<file path="src/rtl/conv_ctrl.sv">
// Sequencing controller for a 1-D convolution datapath: loads an N-word frame
// into x memory, then walks the M-tap window for each of the N-M+1 outputs.
module conv_ctrl #(
    parameter int N  = 16,
    parameter int M  = 4,
    parameter int AW = $clog2(N),
    parameter int FW = $clog2(M)
) (
    input  logic          clk,
    input  logic          reset,
    input  logic          x_valid,
    output logic          x_ready,
    input  logic          y_ready,
    output logic          y_valid,
    output logic          wr_en_x,
    output logic [AW-1:0] wr_addr_x,
    output logic [AW-1:0] rd_addr_x,
    output logic [FW-1:0] rd_addr_f,
    output logic          mac_en,
    output logic          mac_first,
    output logic          frame_done
);

    typedef enum logic [1:0] {
        LOAD  = 2'd0,
        ISSUE = 2'd1,
        DRAIN = 2'd2,
        OUT   = 2'd3
    } state_t;

    localparam logic [AW-1:0] W_LAST = AW'(N - 1);
    localparam logic [AW-1:0] O_LAST = AW'(N - M);
    localparam logic [FW-1:0] K_LAST = FW'(M - 1);

    state_t        r_state;
    logic [AW-1:0] r_wcnt;
    logic [AW-1:0] r_oidx;
    logic [FW-1:0] r_k;
    logic          r_x_ready;
    logic          r_y_valid;
    logic [AW-1:0] r_rd_addr_x;
    logic [FW-1:0] r_rd_addr_f;
    logic          r_mac_en;
    logic          r_mac_first;
    logic          r_frame_done;

    state_t        w_state_nxt;
    logic [AW-1:0] w_wcnt_nxt;
    logic [AW-1:0] w_oidx_nxt;
    logic [FW-1:0] w_k_nxt;
    logic          w_x_ready_nxt;
    logic          w_y_valid_nxt;
    logic [AW-1:0] w_rd_addr_x_nxt;
    logic [FW-1:0] w_rd_addr_f_nxt;
    logic          w_mac_en_nxt;
    logic          w_mac_first_nxt;
    logic          w_frame_done_nxt;

    logic          w_x_hs;
    logic          w_y_hs;
    logic [AW:0]   w_next_tap_sum;

    assign w_x_hs = x_valid & r_x_ready;
    assign w_y_hs = y_ready & r_y_valid;

    // oidx+k+1 is computed one bit wider; it stays below N because the last tap never advances
    assign w_next_tap_sum = {1'b0, r_oidx} + {{(AW + 1 - FW){1'b0}}, r_k} + {{AW{1'b0}}, 1'b1};

    // Next-state and next-output logic for the load / issue / drain / out sequence
    always_comb begin
        w_state_nxt      = r_state;
        w_wcnt_nxt       = r_wcnt;
        w_oidx_nxt       = r_oidx;
        w_k_nxt          = r_k;
        w_x_ready_nxt    = r_x_ready;
        w_y_valid_nxt    = r_y_valid;
        w_rd_addr_x_nxt  = r_rd_addr_x;
        w_rd_addr_f_nxt  = r_rd_addr_f;
        w_mac_en_nxt     = 1'b0;
        w_mac_first_nxt  = 1'b0;
        w_frame_done_nxt = 1'b0;

        case (r_state)
            LOAD: begin
                w_x_ready_nxt = 1'b1;
                if (w_x_hs) begin
                    if (r_wcnt == W_LAST) begin
                        w_wcnt_nxt      = {AW{1'b0}};
                        w_oidx_nxt      = {AW{1'b0}};
                        w_k_nxt         = {FW{1'b0}};
                        w_x_ready_nxt   = 1'b0;
                        w_rd_addr_x_nxt = {AW{1'b0}};
                        w_rd_addr_f_nxt = {FW{1'b0}};
                        w_state_nxt     = ISSUE;
                    end else begin
                        w_wcnt_nxt = r_wcnt + AW'(1);
                    end
                end else begin
                    w_wcnt_nxt = r_wcnt;
                end
            end

            ISSUE: begin
                // read data for the address shown now arrives next cycle
                w_mac_en_nxt    = 1'b1;
                w_mac_first_nxt = (r_k == {FW{1'b0}});
                if (r_k == K_LAST) begin
                    w_k_nxt     = {FW{1'b0}};
                    w_state_nxt = DRAIN;
                end else begin
                    w_k_nxt         = r_k + FW'(1);
                    w_rd_addr_x_nxt = AW'(w_next_tap_sum);
                    w_rd_addr_f_nxt = r_k + FW'(1);
                end
            end

            DRAIN: begin
                w_y_valid_nxt = 1'b1;
                w_state_nxt   = OUT;
            end

            OUT: begin
                if (w_y_hs) begin
                    w_y_valid_nxt = 1'b0;
                    if (r_oidx == O_LAST) begin
                        w_frame_done_nxt = 1'b1;
                        w_x_ready_nxt    = 1'b1;
                        w_state_nxt      = LOAD;
                    end else begin
                        w_oidx_nxt      = r_oidx + AW'(1);
                        w_k_nxt         = {FW{1'b0}};
                        w_rd_addr_x_nxt = r_oidx + AW'(1);
                        w_rd_addr_f_nxt = {FW{1'b0}};
                        w_state_nxt     = ISSUE;
                    end
                end else begin
                    w_y_valid_nxt = 1'b1;
                end
            end

            default: begin
                w_state_nxt   = LOAD;
                w_wcnt_nxt    = {AW{1'b0}};
                w_x_ready_nxt = 1'b0;
                w_y_valid_nxt = 1'b0;
            end
        endcase
    end

    // State and registered-output update; reset aborts any frame in progress
    always_ff @(posedge clk or negedge reset) begin
        if (!reset) begin
            r_state      <= LOAD;
            r_wcnt       <= {AW{1'b0}};
            r_oidx       <= {AW{1'b0}};
            r_k          <= {FW{1'b0}};
            r_x_ready    <= 1'b0;
            r_y_valid    <= 1'b0;
            r_rd_addr_x  <= {AW{1'b0}};
            r_rd_addr_f  <= {FW{1'b0}};
            r_mac_en     <= 1'b0;
            r_mac_first  <= 1'b0;
            r_frame_done <= 1'b0;
        end else begin
            r_state      <= w_state_nxt;
            r_wcnt       <= w_wcnt_nxt;
            r_oidx       <= w_oidx_nxt;
            r_k          <= w_k_nxt;
            r_x_ready    <= w_x_ready_nxt;
            r_y_valid    <= w_y_valid_nxt;
            r_rd_addr_x  <= w_rd_addr_x_nxt;
            r_rd_addr_f  <= w_rd_addr_f_nxt;
            r_mac_en     <= w_mac_en_nxt;
            r_mac_first  <= w_mac_first_nxt;
            r_frame_done <= w_frame_done_nxt;
        end
    end

    assign x_ready    = r_x_ready;
    assign y_valid    = r_y_valid;
    assign wr_en_x    = w_x_hs;
    assign wr_addr_x  = r_wcnt;
    assign rd_addr_x  = r_rd_addr_x;
    assign rd_addr_f  = r_rd_addr_f;
    assign mac_en     = r_mac_en;
    assign mac_first  = r_mac_first;
    assign frame_done = r_frame_done;

endmodule

</file>
<file path="config.mk">
export PLATFORM = sky130hd
export DESIGN_NAME = conv_ctrl
export DESIGN_NICKNAME = d
export VERILOG_FILES = /design/src/rtl/conv_ctrl.sv
export SDC_FILE = /design/constraint.sdc
export NUM_CORES = 1
export LEC_CHECK = 0
export ABC_AREA = 1
export ABC_CLOCK_PERIOD_IN_PS = 1500
export CAP_MARGIN = 40
export CORE_UTILIZATION = 45
export DETAILED_ROUTE_END_ITERATION = 16
export PLACE_DENSITY_LB_ADDON = 0.12
export SETUP_SLACK_MARGIN = 0.2
export SLEW_MARGIN = 20
export SYNTH_ARGS = -nofsm -noshare
export SYNTH_HDL_FRONTEND = slang
export SYNTH_SLANG_ARGS = --single-unit
</file>
<file path="constraint.sdc">
create_clock -name clk -period 1.5 [get_ports clk]
set_input_delay 0.375 -clock clk [delete_from_list [all_inputs] [get_ports clk]]
set_output_delay 0.375 -clock clk [all_outputs]
set_load 0.02 [all_outputs]
</file>
* Word level (Yosys, flattened, before mapping) *
Index checks and enable logic that the tools add are counted.

word-level totals
  memories kept = 0
  RAM bits = 0
  register bits after elaboration = 23
  ROM bits = 0
  word-level logic and storage cells = 76
  input bits = 4
  latch bits = 0

cells by class
  shift-type cells = 0
  $add $sub $neg = 5
  multipliers = 0
  equality and inequality tests = 13
  reduce and logical (&&, ||, !) cells = 11
  div/mod/pow operators = 0
  $lt $le $gt $ge = 0
  bitwise operators = 2
  mux-type cells = 34

operators by type and width
  kind                                           count
  two-way mux 4 bit                              6
  two-way mux 2 bit                              10
  != test 2 bit, second input constant           7
  adder 4 x 1 -> 4 bit, second input constant    3
  one-hot mux 2 bit (3 select lines)             2
  one-hot mux 4 bit (3 select lines)             1
  two-way mux 1 bit                              11
  AND reduction 5 bit                            2
  == test 4 bit, second input constant           2
  one-hot mux 2 bit (4 select lines)             1
  one-hot mux 4 bit (2 select lines)             1
  == test 2 bit, second input constant           3
  AND reduction 6 bit                            1
  adder 4 x 2 -> 4 bit                           1
  logical NOT 2 bit                              2
  one-hot mux 1 bit (2 select lines)             2
  AND reduction 4 bit                            1
  nonzero test 2 bit                             2
  AND reduction 3 bit                            1
  nonzero test 3 bit                             1
  adder 2 x 1 -> 2 bit, second input constant    1
  bitwise AND 1 bit                              2
  == test 2 x 1 -> 1 bit, second input constant  1
  AND reduction 2 bit                            1

* Logic depth before layout (Yosys ltp) *
  word-level depth = 4
  mapped depth = 10
  gate-level depth less buffers = 10

* Worst setup path before layout *
No wires, ideal clock.

  path type = reg-to-reg
  from = reg r_oidx[0]
  to = reg r_rd_addr_x[2] (netlist: rd_addr_x[2])
  setup time = 120 ps
  arrival = 1345 ps
  path slack = 35 ps
  clock period less this slack = 1465 ps
  stages on the path, launching flop included = 8
  data required time = 1380 ps
  buffers on the path = 0
  cells stage by stage = dfrtp_1 inv_1 ha_1 fa_1 xor2_1 o22ai_1 nand2_1 nand2_1

between the ends
  cells in the longest elaborated chain, start to end = 4

RTL lines
  element                                                       RTL line  RTL
  from (decl)                                                   37        logic [AW-1:0] r_oidx;
  from (signal assigned)                                        155       r_oidx <= {AW{1'b0}};
  from (signal assigned)                                        167       r_oidx <= w_oidx_nxt;
  adder 4 x 2 -> 4 bit or adder 4 x 1 -> 4 bit (tied branches)  67, 132
  adder 4 x 1 -> 4 bit or two-way mux 4 bit (tied branches)     67, 125
  two-way mux 4 bit (on tied branches)                          107, 123
  one-hot mux 4 bit (3 select lines)                            83        case (r_state)
  to (signal assigned)                                          159       r_rd_addr_x <= {AW{1'b0}};
  to (signal assigned)                                          171       r_rd_addr_x <= w_rd_addr_x_nxt;
  to (decl)                                                     41        logic [AW-1:0] r_rd_addr_x;

Several ways; a longest one is shown, not always the timed one. The select of a mux whose other input is x is not followed.
A chain may end at the register's enable or synchronous reset.

* Worst setup path after layout *
  from = reg r_state[0]
  to = reg r_oidx[2]

between the ends
  cells in the longest elaborated chain, start to end = 3

RTL lines
  element                                                        RTL line  RTL
  from (decl)                                                    35        state_t r_state;
  from (signal assigned)                                         165       r_state <= w_state_nxt;
  == test 2 bit or logical NOT 2 bit (tied branches)             83
  != test 2 bit (no line) or nonzero test 2 bit (tied branches)  --
  AND reduction 5 bit (no line)                                  --

Several ways; a longest one is shown, not always the timed one.

==> metrics.txt <==
# TYPE chip_impl_metric gauge
chip_impl_metric{name="syn_nets",unit=""} 186
chip_impl_metric{name="total_overflow_reported_by_the_global_router",unit=""} 0
chip_impl_metric{name="fin_area",unit="sq um"} 1950
chip_impl_metric{name="totalNegativeSetupSlack",unit="ps"} 0
chip_impl_metric{name="via_count",unit=""} 1337
chip_impl_metric{name="track_usage",unit="%"} 21.4
chip_impl_metric{name="power_leakage",unit="nW"} 1.03
chip_impl_metric{name="tritoncts.num_buffers",unit=""} 3
chip_impl_info{name="synth_top_cell_by_area",value="sky130_fd_sc_hd__dfrtp_1"} 1
chip_impl_metric{name="place_congestion",unit=""} 0.819
chip_impl_metric{name="n_antenna_cell",unit=""} 0
chip_impl_metric{name="critical_path.n_buffers_inverters",unit=""} 0
chip_impl_metric{name="grt_first_pass_wirelength",unit="um"} 5420
chip_impl_info{name="crit_path_start_kind",value="register"} 1
chip_impl_metric{name="fin_crit_share",unit="%"} 94.5
chip_impl_metric{name="detail_route.first_pass.iterations",unit=""} 11
chip_impl_metric{name="netlist-cell-type-count",unit=""} 23
chip_impl_info{name="cp-startpoint",value="r_state[0]$_DFFE_PN0P_"} 1
chip_impl_metric{name="grt_antenna_before_repair",unit=""} 0
chip_impl_metric{name="maxCapViolCount",unit=""} 0
chip_impl_info{name="critical-path-top-cell-by-count",value="sky130_fd_sc_hd__nand2_1"} 1
chip_impl_metric{name="clock_latency",unit="ps"} 320
chip_impl_info{name="most-common-layout-cells",value="43 x sky130_fd_sc_hd__nand2_1, 28 x sky130_fd_sc_hd__buf_4, 19 x sky130_fd_sc_hd__dfrtp_1, 17 x sky130_fd_sc_hd__inv_1, 13 x sky130_fd_sc_hd__buf_2"} 1
chip_impl_metric{name="die-width",unit="um"} 57.7
chip_impl_metric{name="rrSetupSlack",unit="ps"} 80
chip_impl_metric{name="place_hpwl",unit="um"} 2150
chip_impl_metric{name="die_height",unit="um"} 57.7
chip_impl_metric{name="mappedNetlistArea",unit="sq um"} 1400
chip_impl_info{name="cts_tree",value="yes"} 1
chip_impl_metric{name="worst_setup_hold_path_clk_slew",unit="ps"} 130
chip_impl_info{name="timing.setup.critical_path_class",value="reg -> reg"} 1
chip_impl_metric{name="clock_skew",unit="ps"} 4.80
chip_impl_metric{name="synth_sequential_area_ratio",unit="%"} 41.3
chip_impl_metric{name="report.final.setup_viol",unit=""} 0
chip_impl_metric{name="final_net_count",unit=""} 237
chip_impl_metric{name="post-synth-top-area-fraction",unit="%"} 41.3
chip_impl_metric{name="row_count",unit=""} 19
chip_impl_metric{name="max-slew-margin-rel",unit="%"} 79.5
chip_impl_metric{name="crit_required",unit="ps"} 1760
chip_impl_info{name="timing.critical_path.max_delay_family",value="simple AND/OR/NAND/NOR gates"} 1
chip_impl_metric{name="final-instance-count-excl-fill",unit=""} 250
chip_impl_metric{name="io_buffer_count",unit=""} 19
chip_impl_metric{name="final_layout_size_suffix_gt1_share",unit="%"} 40.6
chip_impl_metric{name="first_global_vias",unit=""} 1241
chip_impl_metric{name="numClockSinks",unit=""} 23
chip_impl_metric{name="place_inst",unit=""} 221
chip_impl_info{name="status",value="complete, but fails checks"} 1
chip_impl_metric{name="layout_min_cycle_time",unit="ps"} 1420
chip_impl_metric{name="worst_reg2reg_path_length_in_cells",unit=""} 6
chip_impl_metric{name="max_clock_freq",unit="GHz"} 0.705
chip_impl_metric{name="ir_drop",unit="V"} 0.00128
chip_impl_metric{name="finalWirelength",unit="um"} 3360
chip_impl_info{name="cp_cell_sequence",value="ha_4 > nand2_4 > nand3_4 > nor2_4 > nand2_1 > nand2_1"} 1
chip_impl_metric{name="synthCells",unit=""} 169
chip_impl_metric{name="area_growth",unit="%"} 39.6
chip_impl_metric{name="critical-path-max-stage-delay",unit="ps"} 500
chip_impl_metric{name="cts_htree_levels",unit=""} 1
chip_impl_metric{name="detailedPlace.worstSlack",unit="ps"} -405
chip_impl_metric{name="via_per_inst",unit=""} 5.35
chip_impl_info{name="failed_checks",value="design-rule violations"} 1
chip_impl_info{name="critPathCaptureType",value="register"} 1
chip_impl_metric{name="cts_hold_buf",unit=""} 0
chip_impl_metric{name="post_drt_wl_per_cell",unit="um"} 13.4
chip_impl_metric{name="top_level_ports",unit=""} 20
chip_impl_info{name="crit_path_top_delay_cell",value="sky130_fd_sc_hd__dfrtp_2"} 1
chip_impl_metric{name="grt_max_degree",unit=""} 24
chip_impl_metric{name="final_critical_path_setup_slack",unit="ps"} 81.9
chip_impl_metric{name="floorplan.core_area",unit="sq um"} 2850
chip_impl_info{name="final_common_cell",value="sky130_fd_sc_hd__nand2_1"} 1
chip_impl_info{name="netlist_top_cells_area",value="sky130_fd_sc_hd__dfrtp_1 41%, sky130_fd_sc_hd__nand2_1 13%, sky130_fd_sc_hd__ha_1 11%, sky130_fd_sc_hd__inv_1 7.0%, sky130_fd_sc_hd__o21ai_0 6.1%"} 1
chip_impl_metric{name="starting_utilization_of_the_core_area",unit="%"} 48.9
chip_impl_metric{name="final_max_slew_viol_count",unit=""} 0
chip_impl_metric{name="ys_seq_elements",unit=""} 23
chip_impl_info{name="timing.hold.worst.class",value="in -> async"} 1
chip_impl_info{name="cts_root_buf",value="sky130_fd_sc_hd__clkbuf_4"} 1
chip_impl_info{name="worstReg2RegEnd",value="r_oidx[2]$_DFFE_PN0P_"} 1
chip_impl_metric{name="synth.yosys.warnings",unit=""} 0
chip_impl_info{name="reg2reg_from",value="r_state[0]$_DFFE_PN0P_"} 1
chip_impl_metric{name="hold_viol",unit=""} 0
chip_impl_metric{name="antenna_left",unit=""} 0
chip_impl_metric{name="critPathMaxFanout",unit=""} 7
chip_impl_metric{name="tightest_pin_transition",unit="ps"} 308
chip_impl_metric{name="die_area",unit="sq um"} 3330
chip_impl_metric{name="drc_errors",unit=""} 1
chip_impl_metric{name="ctsLongestPathBuffers",unit=""} 2
chip_impl_metric{name="placed_cell_area",unit="sq um"} 1720
chip_impl_metric{name="first_iter_violations",unit=""} 33
chip_impl_metric{name="critPathArrivalTime",unit="ps"} 1680
chip_impl_metric{name="synth_area_per_cell",unit="sq um"} 8.25
chip_impl_metric{name="power_per_cell_area",unit="nW/um^2"} 2050
chip_impl_info{name="rsz0062_at_grt",value="yes"} 1
## state kept, by name (all words and copies together), names as in the netlist, 2 cells and up
name / flops
r_oidx: 4
rd_addr_x: 4
wr_addr_x: 4
r_k: 2
r_state: 2
rd_addr_f: 2
## metal layers
metal	vias to the layer above	track usage (%)	share of wire, %
li1	641	-	-
met1	659	27.3	44
met2	29	37.4	50
met3	8	2.01	3.7
met4	0	9.18	1.9
met5	-	0	0
## cells in the mapped netlist, drive strengths merged
cell type	n
nor4	1
nand3	12
nor2	11
fa	1
inv	26
o21ai	19
nand2	50
xor2	2
ha	12
o22ai	2
buf	3
dfrtp	23
nand4	2
a21oi	5
## worst max path at each step
stage | endpoint | slack (ps) | cells past startpoint
after floorplan | rd_addr_x[1]$_DFFE_PN0P_ | 100 | 6
after global placement | wr_en_x | -400 | 4
after detailed placement | wr_en_x | -400 | 4
after CTS | r_oidx[1]$_DFFE_PN0P_ | 90 | 7
after global routing | r_oidx[2]$_DFFE_PN0P_ | 20 | 7
final | r_oidx[2]$_DFFE_PN0P_ | 80 | 6
## metrics by stage
step,power [mW],utilization [%],hold WS [ps]
detailed placement,3.09,60.3,476
finish,4.00,68.3,391
global route,4.26,68.3,441
global placement,3.02,60.3,465
floorplan,2.54,-,79.4
CTS,3.87,67.0,402
## what timing repair did
action,4_1_cts,5_1_grt
resized for setup,87,8
pin swaps,17,15
buffers inserted,21,3
gates cloned,1,0
endpoints found under the setup margin,33,22
## layout make-up
class | instances | area (sq um)
fill | 237 | 905
multi-input combinational | 118 | 851
sequential | 23 | 581
timing repair buffer | 48 | 349
inverter | 26 | 103
tap | 31 | 38.8
clock buffer | 4 | 26.3
## worst register-to-register path: cells and delay by family, from the launching register on
kind | cells | cell delay [ps]
and+or+nand+nor | 5 | 640
DFF | 1 | 500
adders and majority gates | 1 | 220
## report_power, final
| part | internal [mW] | switching (mW) | leakage (nW) | total (mW) |
|---|---|---|---|---|
| Clock | 0.104 | 0.195 | 0.0150 | 0.299 |
| Combinational | 1.15 | 1.54 | 0.722 | 2.69 |
| Sequential | 0.825 | 0.186 | 0.292 | 1.01 |
| Total | 2.08 | 1.92 | 1.03 | 4.00 |
## cell families after synthesis
family | after synthesis | synth area share, %
buf+inv | 29 | 8.70
compound gates | 26 | 9.78
fa+ha+maj | 13 | 12.2
xor+xnor | 2 | 1.26
flops | 23 | 41.3
simple gates | 76 | 26.8
(Power assumes the default switching activity.)
